<file path="src/rtl/spi_ram_slave_param.sv">
// spi_ram_slave_param: SPI-framed slave in front of a parameterised single-port RAM.
// Latency: the command executes in the one MEM cycle after the last frame bit; read data starts on MISO on the edge ending MEM.
// Backpressure: none. The master paces every bit, and SS_n high in any state aborts the frame.
//
// Ports:
//   clk    - single clock; all logic on the rising edge
//   rst_n  - asynchronous active-low reset (RAM contents are not cleared)
//   SS_n   - active-low slave select, sampled on clk
//   MOSI   - serial frame in, MSB first: 2-bit command, then address or data payload
//   MISO   - registered serial read data out, MSB first; 0 outside TX
//
// Commands: 00 set wr_ptr, 01 write RAM[wr_ptr], 10 set rd_ptr, 11 read RAM[rd_ptr].
// Optional feature: define SPI_RAM_AUTO_INC_EN to post-increment wr_ptr after 01
// and rd_ptr after 11, wrapping from MEM_DEPTH-1 to 0.
module spi_ram_slave_param #(
  parameter int ADDR_WIDTH = 8,
  parameter int DATA_WIDTH = 8,
  parameter int MEM_DEPTH  = 256
) (
  input  logic clk,
  input  logic rst_n,
  input  logic SS_n,
  input  logic MOSI,
  output logic MISO
);

  // The payload shift register is sized for the longer of the two payload kinds.
  localparam int PW = (ADDR_WIDTH > DATA_WIDTH) ? ADDR_WIDTH : DATA_WIDTH;
  localparam int CW = $clog2(PW + 3);
  localparam int IW = (MEM_DEPTH > 1) ? $clog2(MEM_DEPTH) : 1;

  // Index of the final frame bit (2 command bits + N payload bits, counted from 0).
  localparam logic [CW-1:0] LAST_A  = CW'(ADDR_WIDTH + 1);
  localparam logic [CW-1:0] LAST_D  = CW'(DATA_WIDTH + 1);
  localparam logic [CW-1:0] TX_LAST = CW'(DATA_WIDTH - 1);
  // One extra bit so that MEM_DEPTH == 2**ADDR_WIDTH is representable.
  localparam logic [ADDR_WIDTH:0] DEPTH_LIM = (ADDR_WIDTH + 1)'(MEM_DEPTH);

  typedef enum logic [2:0] {
    IDLE = 3'd0,
    RX   = 3'd1,
    MEM  = 3'd2,
    TX   = 3'd3,
    DONE = 3'd4
  } state_t;

  state_t                  state, state_nxt;
  logic [CW-1:0]           bit_cnt, bit_cnt_nxt;
  logic [1:0]              cmd, cmd_nxt;
  logic [PW-1:0]           shreg, shreg_nxt;
  logic [ADDR_WIDTH-1:0]   wr_ptr, wr_ptr_nxt;
  logic [ADDR_WIDTH-1:0]   rd_ptr, rd_ptr_nxt;
  logic [DATA_WIDTH-1:0]   tx_reg, tx_reg_nxt;
  logic [DATA_WIDTH-1:0]   tx_shift;
  logic                    miso_nxt;
  logic                    mem_we;
  logic                    wr_in_range;
  logic                    rd_in_range;
  logic                    frame_last;
  logic [DATA_WIDTH-1:0]   rd_data;

  // Not reset: the contents survive rst_n.
  logic [DATA_WIDTH-1:0]   mem [MEM_DEPTH];

`ifdef SPI_RAM_AUTO_INC_EN
  localparam logic [ADDR_WIDTH-1:0] LAST_PTR = ADDR_WIDTH'(MEM_DEPTH - 1);

  function automatic logic [ADDR_WIDTH-1:0] ptr_inc(input logic [ADDR_WIDTH-1:0] p);
    return (p == LAST_PTR) ? '0 : p + 1'b1;
  endfunction
`endif

  assign wr_in_range = ({1'b0, wr_ptr} < DEPTH_LIM);
  assign rd_in_range = ({1'b0, rd_ptr} < DEPTH_LIM);
  assign rd_data     = rd_in_range ? mem[rd_ptr[IW-1:0]] : '0;

  // cmd[0] selects the payload length: 0 -> address, 1 -> data. The end index is
  // always >= 2, so it cannot match while cmd[0] is still stale (bit_cnt == 1).
  assign frame_last  = (bit_cnt == (cmd[0] ? LAST_D : LAST_A));

  // tx_reg shifts left through TX; the next MISO bit is the MSB after the shift.
  assign tx_shift    = tx_reg << 1;

  always_ff @(posedge clk or negedge rst_n) begin
    if (!rst_n) begin
      state   <= IDLE;
      bit_cnt <= '0;
      cmd     <= '0;
      shreg   <= '0;
      wr_ptr  <= '0;
      rd_ptr  <= '0;
      tx_reg  <= '0;
      MISO    <= 1'b0;
    end else begin
      state   <= state_nxt;
      bit_cnt <= bit_cnt_nxt;
      cmd     <= cmd_nxt;
      shreg   <= shreg_nxt;
      wr_ptr  <= wr_ptr_nxt;
      rd_ptr  <= rd_ptr_nxt;
      tx_reg  <= tx_reg_nxt;
      MISO    <= miso_nxt;
    end
  end

  always_ff @(posedge clk) begin
    if (mem_we) begin
      mem[wr_ptr[IW-1:0]] <= shreg[DATA_WIDTH-1:0];
    end
  end

  always_comb begin
    state_nxt   = state;
    bit_cnt_nxt = bit_cnt;
    cmd_nxt     = cmd;
    shreg_nxt   = shreg;
    wr_ptr_nxt  = wr_ptr;
    rd_ptr_nxt  = rd_ptr;
    tx_reg_nxt  = tx_reg;
    miso_nxt    = 1'b0;
    mem_we      = 1'b0;

    if (SS_n) begin
      // A deselect wins over everything, including a pending MEM action.
      state_nxt   = IDLE;
      bit_cnt_nxt = '0;
    end else begin
      case (state)
        IDLE: begin
          cmd_nxt[1]  = MOSI;
          bit_cnt_nxt = CW'(1);
          state_nxt   = RX;
        end

        RX: begin
          bit_cnt_nxt = bit_cnt + 1'b1;
          if (bit_cnt == CW'(1)) begin
            cmd_nxt[0] = MOSI;
          end else begin
            shreg_nxt    = shreg << 1;
            shreg_nxt[0] = MOSI;
            if (frame_last) begin
              state_nxt = MEM;
            end
          end
        end

        MEM: begin
          bit_cnt_nxt = '0;
          state_nxt   = DONE;
          case (cmd)
            2'b00: wr_ptr_nxt = shreg[ADDR_WIDTH-1:0];
            2'b01: begin
              mem_we = wr_in_range;
`ifdef SPI_RAM_AUTO_INC_EN
              wr_ptr_nxt = ptr_inc(wr_ptr);
`endif
            end
            2'b10: rd_ptr_nxt = shreg[ADDR_WIDTH-1:0];
            default: begin
              // The read word and its MSB are registered on the same edge.
              tx_reg_nxt = rd_data;
              miso_nxt   = rd_data[DATA_WIDTH-1];
              state_nxt  = TX;
`ifdef SPI_RAM_AUTO_INC_EN
              rd_ptr_nxt = ptr_inc(rd_ptr);
`endif
            end
          endcase
        end

        TX: begin
          if (bit_cnt == TX_LAST) begin
            state_nxt = DONE;
          end else begin
            bit_cnt_nxt = bit_cnt + 1'b1;
            tx_reg_nxt  = tx_shift;
            miso_nxt    = tx_shift[DATA_WIDTH-1];
          end
        end

        DONE: state_nxt = DONE;

        default: begin
          state_nxt   = IDLE;
          bit_cnt_nxt = '0;
        end
      endcase
    end
  end

endmodule

</file>
<file path="config.mk">
export PLATFORM = sky130hd
export DESIGN_NAME = spi_ram_slave_param
export DESIGN_NICKNAME = d
export VERILOG_FILES = /design/src/rtl/spi_ram_slave_param.sv
export SDC_FILE = /design/constraint.sdc
export NUM_CORES = 2
export LEC_CHECK = 0
export CAP_MARGIN = 20
export CORE_AREA = 8 8 363 365
export DETAILED_ROUTE_END_ITERATION = 10
export DIE_AREA = 0 0 371 373
export DONT_BUFFER_PORTS = 1
export PLACE_DENSITY = 0.8
export SETUP_SLACK_MARGIN = 0.3
export SYNTH_ARGS = -nofsm -noshare
export SYNTH_HDL_FRONTEND = slang
export SYNTH_SLANG_ARGS = --single-unit
</file>
<file path="constraint.sdc">
create_clock -name clk -period 10.1 [get_ports clk]
set_input_delay 2.02 -clock clk [delete_from_list [all_inputs] [get_ports clk]]
set_output_delay 2.02 -clock clk [all_outputs]
set_load 0.01 [all_outputs]
</file>
; ---- Yosys cells after proc, flatten, opt, wreduce, memory -nomap -nowiden
; Memories as Yosys holds them, arrays and structs flattened.
; Cells that the tools add are included.
; W data, S select, Z words.
[op_classes]
addsub = 1
eq_ne = 16
n_mux = 21
n_bitwise = 2
reduce_logical = 12
[op_table]
columns = cell, count
row1 = $pmux W4 S4, 1
row2 = $mux W3, 5
row3 = $pmux W3 S5, 1
row4 = $reduce_and A3 Y1, 5
row5 = $mux W7, 2
row6 = $pmux W7 S2, 1
row7 = $ne A3 B3 Y1 const B, 4
row8 = $mux W1, 8
row9 = $mux W4, 2
row10 = $eq A3 B2 Y1 const B, 2
row11 = $ne A2 B2 Y1 const B, 3
row12 = $add A4 B1 Y4 const B, 1
row13 = $eq A4 B1 Y1 const B, 1
row14 = $eq A4 B3 Y1 const B, 1
row15 = $eq A4 B4 Y1 const B, 1
row16 = $reduce_and A2 Y1, 2
row17 = $reduce_and A4 Y1, 1
row18 = $eq A3 B1 Y1 const B, 1
row19 = $eq A3 B3 Y1 const B, 1
row20 = $logic_not A3 Y1, 1
row21 = $reduce_or A3 Y1, 1
row22 = $eq A2 B1 Y1 const B, 1
row23 = $eq A2 B2 Y1 const B, 1
row24 = $logic_not A2 Y1, 1
row25 = other kinds (3), 4
[totals]
register_bits = 41
ram_bits = 2048
out_inout_bits = 1
elab_cells = 62
mem_count = 1
[memory_table]
columns = name, depth, word_bits, rd, rd_ports_with_merged_regs, wr, line
row1 = mem, 256, 8, 1, 0, 1, 63  ; logic [DATA_WIDTH-1:0] mem [MEM_DEPTH];

; ---- Depth between registers and ports, before layout
[depth]
depth_word = 6
depth_mapped = 13
depth_no_buf = 8

; ---- Worst setup path after synthesis
; No wires, ideal clock.
[synth_path]
path_type = input-to-reg
from = input port SS_n
to = memory mem[118][0], enable pin
setup_ns = 0.370
t_arrival_ns = 3.897
t_required_ns = 9.730
path_slack_ns = 5.833
stages = 9
n_path_buf = 2
cell_sequence = clkbuf_1 > nor3_1 > nand2_1 > nor3b_1 > nand2_1 > nor2_1 > nand3_1 > clkbuf_1 > nor2_1
[synth_between]
elab_chain_len = 3
[synth_rtl]
columns = element, line
row1 = start: declaration, 22  ; input logic SS_n,
row2 = $mux W1, 123  ; if (SS_n) begin
row3 = $mux W1, 107  ; if (mem_we) begin
row4 = $mux W1 (implied by the code), 108  ; mem[wr_ptr[IW-1:0]] <= shreg[DATA_WIDTH-1:0];
row5 = end: declaration, 63
; No other way between the ends.

; ---- Worst setup path in the final report
[layout_path]
from = input port SS_n
to = memory mem[191][6], enable pin
; Same word-level chain as after synthesis.

==> summary.md <==
| Metric | Value |
|---|---|
| Delay-heaviest family, CP | simple AND/OR/NAND/NOR gates |
| Largest net degree at the start of global routing | 188 |
| Initial cell density of the core | about 64% |
| Area Growth Syn to Fin | 9.84% |
| # DRC | 0 |
| Min Tclk post-route | ~5.3 ns |
| Syn Nets | 3,906 |
| CTS Buf Count | 192 |
| Synth cell count leaders | 2,048 x edfxtp_1, 496 x mux4_2, 313 x nor2_1 |
| GP Congestion | 0.954 |
| Die X | 371 um |
| Routed via count | between 40,000 and 50,000 |
| Top cell type's share of synthesized area | 75.5% |
| CTS tree | yes |
| Hold Vio Cnt, Final | 0 |
| Worst skew pair latency | 0.82 ns |
| Syn Area/Cell | 20.9 um2 |
| Cell breakdown of the critical path | nor3_1, nand4b_1, nor3b_1, nand3_1, nor2_1 |
| Post-Syn Instances | 3,900 |
| CP startpoint kind | input pin |
| CTS H-tree depth | 4 |
| Pre-Repair DR Iteration Count | 8 |
| Max Cap Violations | 0 |
| Nets@finish | between 3,000 and 4,000 |
| Worst-path clk slew | 0.07 ns |
| Kind of critical path | in -> reg |
| Synth cell types | 65 |
| Clock skew | 0.0387 ns |
| Vert. Die Dim | 373 um |
| Routed WL per cell | 38.7 um |
| Post-route setup TNS | 0 ns |
| Total Die Area | 138,000 um2 |
| Top post-synthesis cells by area | edfxtp_1 76%, mux4_2 14%, nor2_1 1.4%, mux2i_1 1.3%, dfrtp_1 1.3% |
| Tcrit/Tclk final | 52.2% |
| Maximum fanout along the worst path | 16 |
| Synthesized cell area | 81,400 um2 |
| Worst path max stage delay | 0.99 ns |
| Crit path buffers/inverters | 0 |
| Post-synth ARST share | under 10% |
| Vias/cell | 7.46 |
| Initial drt markers | 8,999 |
| Synth area leader | edfxtp_1 |
| GRT Util Overall | approximately a third |
| Crit path arrival time | 5.71 ns |
| First-pass GRT wire length | about 320 mm |
| Placeable Area | approximately 130,000 um2 |
| Placed cells | 5,419 |
| Port Buffers | 0 |
| CTS root buf | clkbuf_16 |
| Sequential area share after synthesis | between 70 and 80% |
| Largest register FFs | approximately 2,000 |
| Slew HR | 13.8% |
| Status | finished, final reports clean |
| CTS resizes | 0 |
| Initial antenna violation count | 13 |
| Worst path slowest cell | nor3b_1 |
| # rows | 131 |
| Layout cell share with drive strength beyond 1 | between 20% and 30% |
| Post-synth top flop | edfxtp_1 |
| Hold Buf Count CTS | 0 |
| Post-Layout Cell Count | 5,786 |
| Vias in the first global route | 42,756 |
| Least-Margin Pin Slew | 1.29 ns |
| Io pins | 5 |
| Hold crit path type | reg -> reg |
| Peak supply drop | around 0.28 mV |
| Filler cell count | 6,788 |
| CTS Buffer Depth | 3 |
| Ys Warns | 0 |
| GRT Residual Overflow | 0 |
| Most frequent cell after synthesis | edfxtp_1 |
| Final WL | around 220 mm |
| EDFF count, synth | 2,048 |
| Leakage | 27.7 nW |
| Fmax | ~190 MHz |
| Post-CTS setup repair buffer count | 0 |
| Critical Path RT | roughly 11 ns |
| DRT antenna net count | 0 |
| Clk sinks | 2,089 |
| RSZ-0062 raised after global routing | false |
| Pins over their slew limit | 0 |
| Critical Path Sink Type | register |
| PD cells | 283 nW/um2 |
| Flops & latches, synth | about 2,100 |
| Dpl hpwl | 128 mm |
| Setup violators final | 0 |
-- metrics by stage --
stage / util [%] / setup slack [ns] / power [mW] / area [um2] / hold WS (ns)
2_1_floorplan: - / 5.83 / 15.5 / 81400 / 0.458
3_5_place_dp: 65.7 / 4.27 / 17.8 / 83000 / 0.485
6_report: 70.8 / 4.83 / 25.3 / 89500 / 0.502
5_1_grt: 70.8 / 4.90 / 25.7 / 89400 / 0.515
3_3_place_gp: 65.7 / 4.39 / 17.6 / 83000 / 0.480
4_1_cts: 70.7 / 5.13 / 25.1 / 89400 / 0.500
-- final timing paths --
path / from / endpoint / slack (ns) / depth (start not counted)
worst max register to register: rd_ptr[1]$_DFFE_PN0P_ / MISO$_DFF_PN0_ / 5.12 / 9
worst min register to register: tx_reg[2]$_DFFE_PN0P_ / tx_reg[2]$_DFFE_PN0P_ / 0.50 / 2
max in group asynchronous: rst_n / rd_ptr[0]$_DFFE_PN0P_ / 9.09 / 0
worst max-delay path: SS_n / mem[191][6]$_DFFE_PP_ / 4.83 / 5
worst min-delay path: tx_reg[2]$_DFFE_PN0P_ / tx_reg[2]$_DFFE_PN0P_ / 0.50 / 2
min in group asynchronous: rst_n / shreg[7]$_DFFE_PN0P_ / 0.89 / 0
-- area by class of cell --
type	instances	area [um2]	area share [%]
Antenna cell	7	17.5	0.0196
Clock buffer	231	5130	5.73
Clock inverter	125	1270	1.42
Inverter	12	46.3	0.0518
Multi-Input combinational cell	1573	17600	19.6
Sequential cell	2089	62600	70.0
Tap cell	1662	2080	2.32
Timing Repair Buffer	87	763	0.853
-- tightest hold or removal path, stage by stage (launching register included) --
cell and delay (ns):
dfrtp_1 0.35, a21oi_1 0.07, o31ai_1 0.06
-- cell usage in the layout (no fill, tap or decap), types with 11 or more instances in the layout --
cell,n
a31oi_1,14
o21ai_0,24
a21oi_1,59
nor2b_1,26
dfrtp_1,27
dfrtp_4,13
clkinvlp_4,14
a211oi_1,15
a22oi_1,43
o22ai_1,57
o221ai_1,30
bufinv_16,24
nor3_1,27
clkinv_2,39
nand2b_1,12
clkbuf_1,28
buf_4,74
nand2_1,144
nor4_1,11
and3_1,15
mux4_2,496
nand3_1,27
clkinv_1,37
edfxtp_1,2048
mux2i_1,103
clkbuf_16,198
nor2_1,313
mux2_2,40
-- cell families after synthesis --
logic type / share of synthesized area (%)
AND/OR/NAND/NOR: 3.27
flip-flops: 76.8
multiplexers: 15.6
buffers and inverters: 1.65
AO/OA/AOI/OAI: 2.67
adder cells (fa/ha/maj): 0.0307
-- power breakdown --
| group | leakage, nW | switching (mW) | internal [mW] |
|---|---|---|---|
| registers | 19.4 | 0.505 | 10.7 |
| clock network | 3.11 | 3.20 | 4.24 |
| logic | 5.19 | 4.37 | 2.28 |
-- per-layer routing --
layer,GRT usage [%],routed length [um]
met1,43.6,72800
met2,48.3,102000
met3,9.55,33400
met4,17.8,15400
met5,0,33
Note: power is estimated with default switching activity, not from simulation.
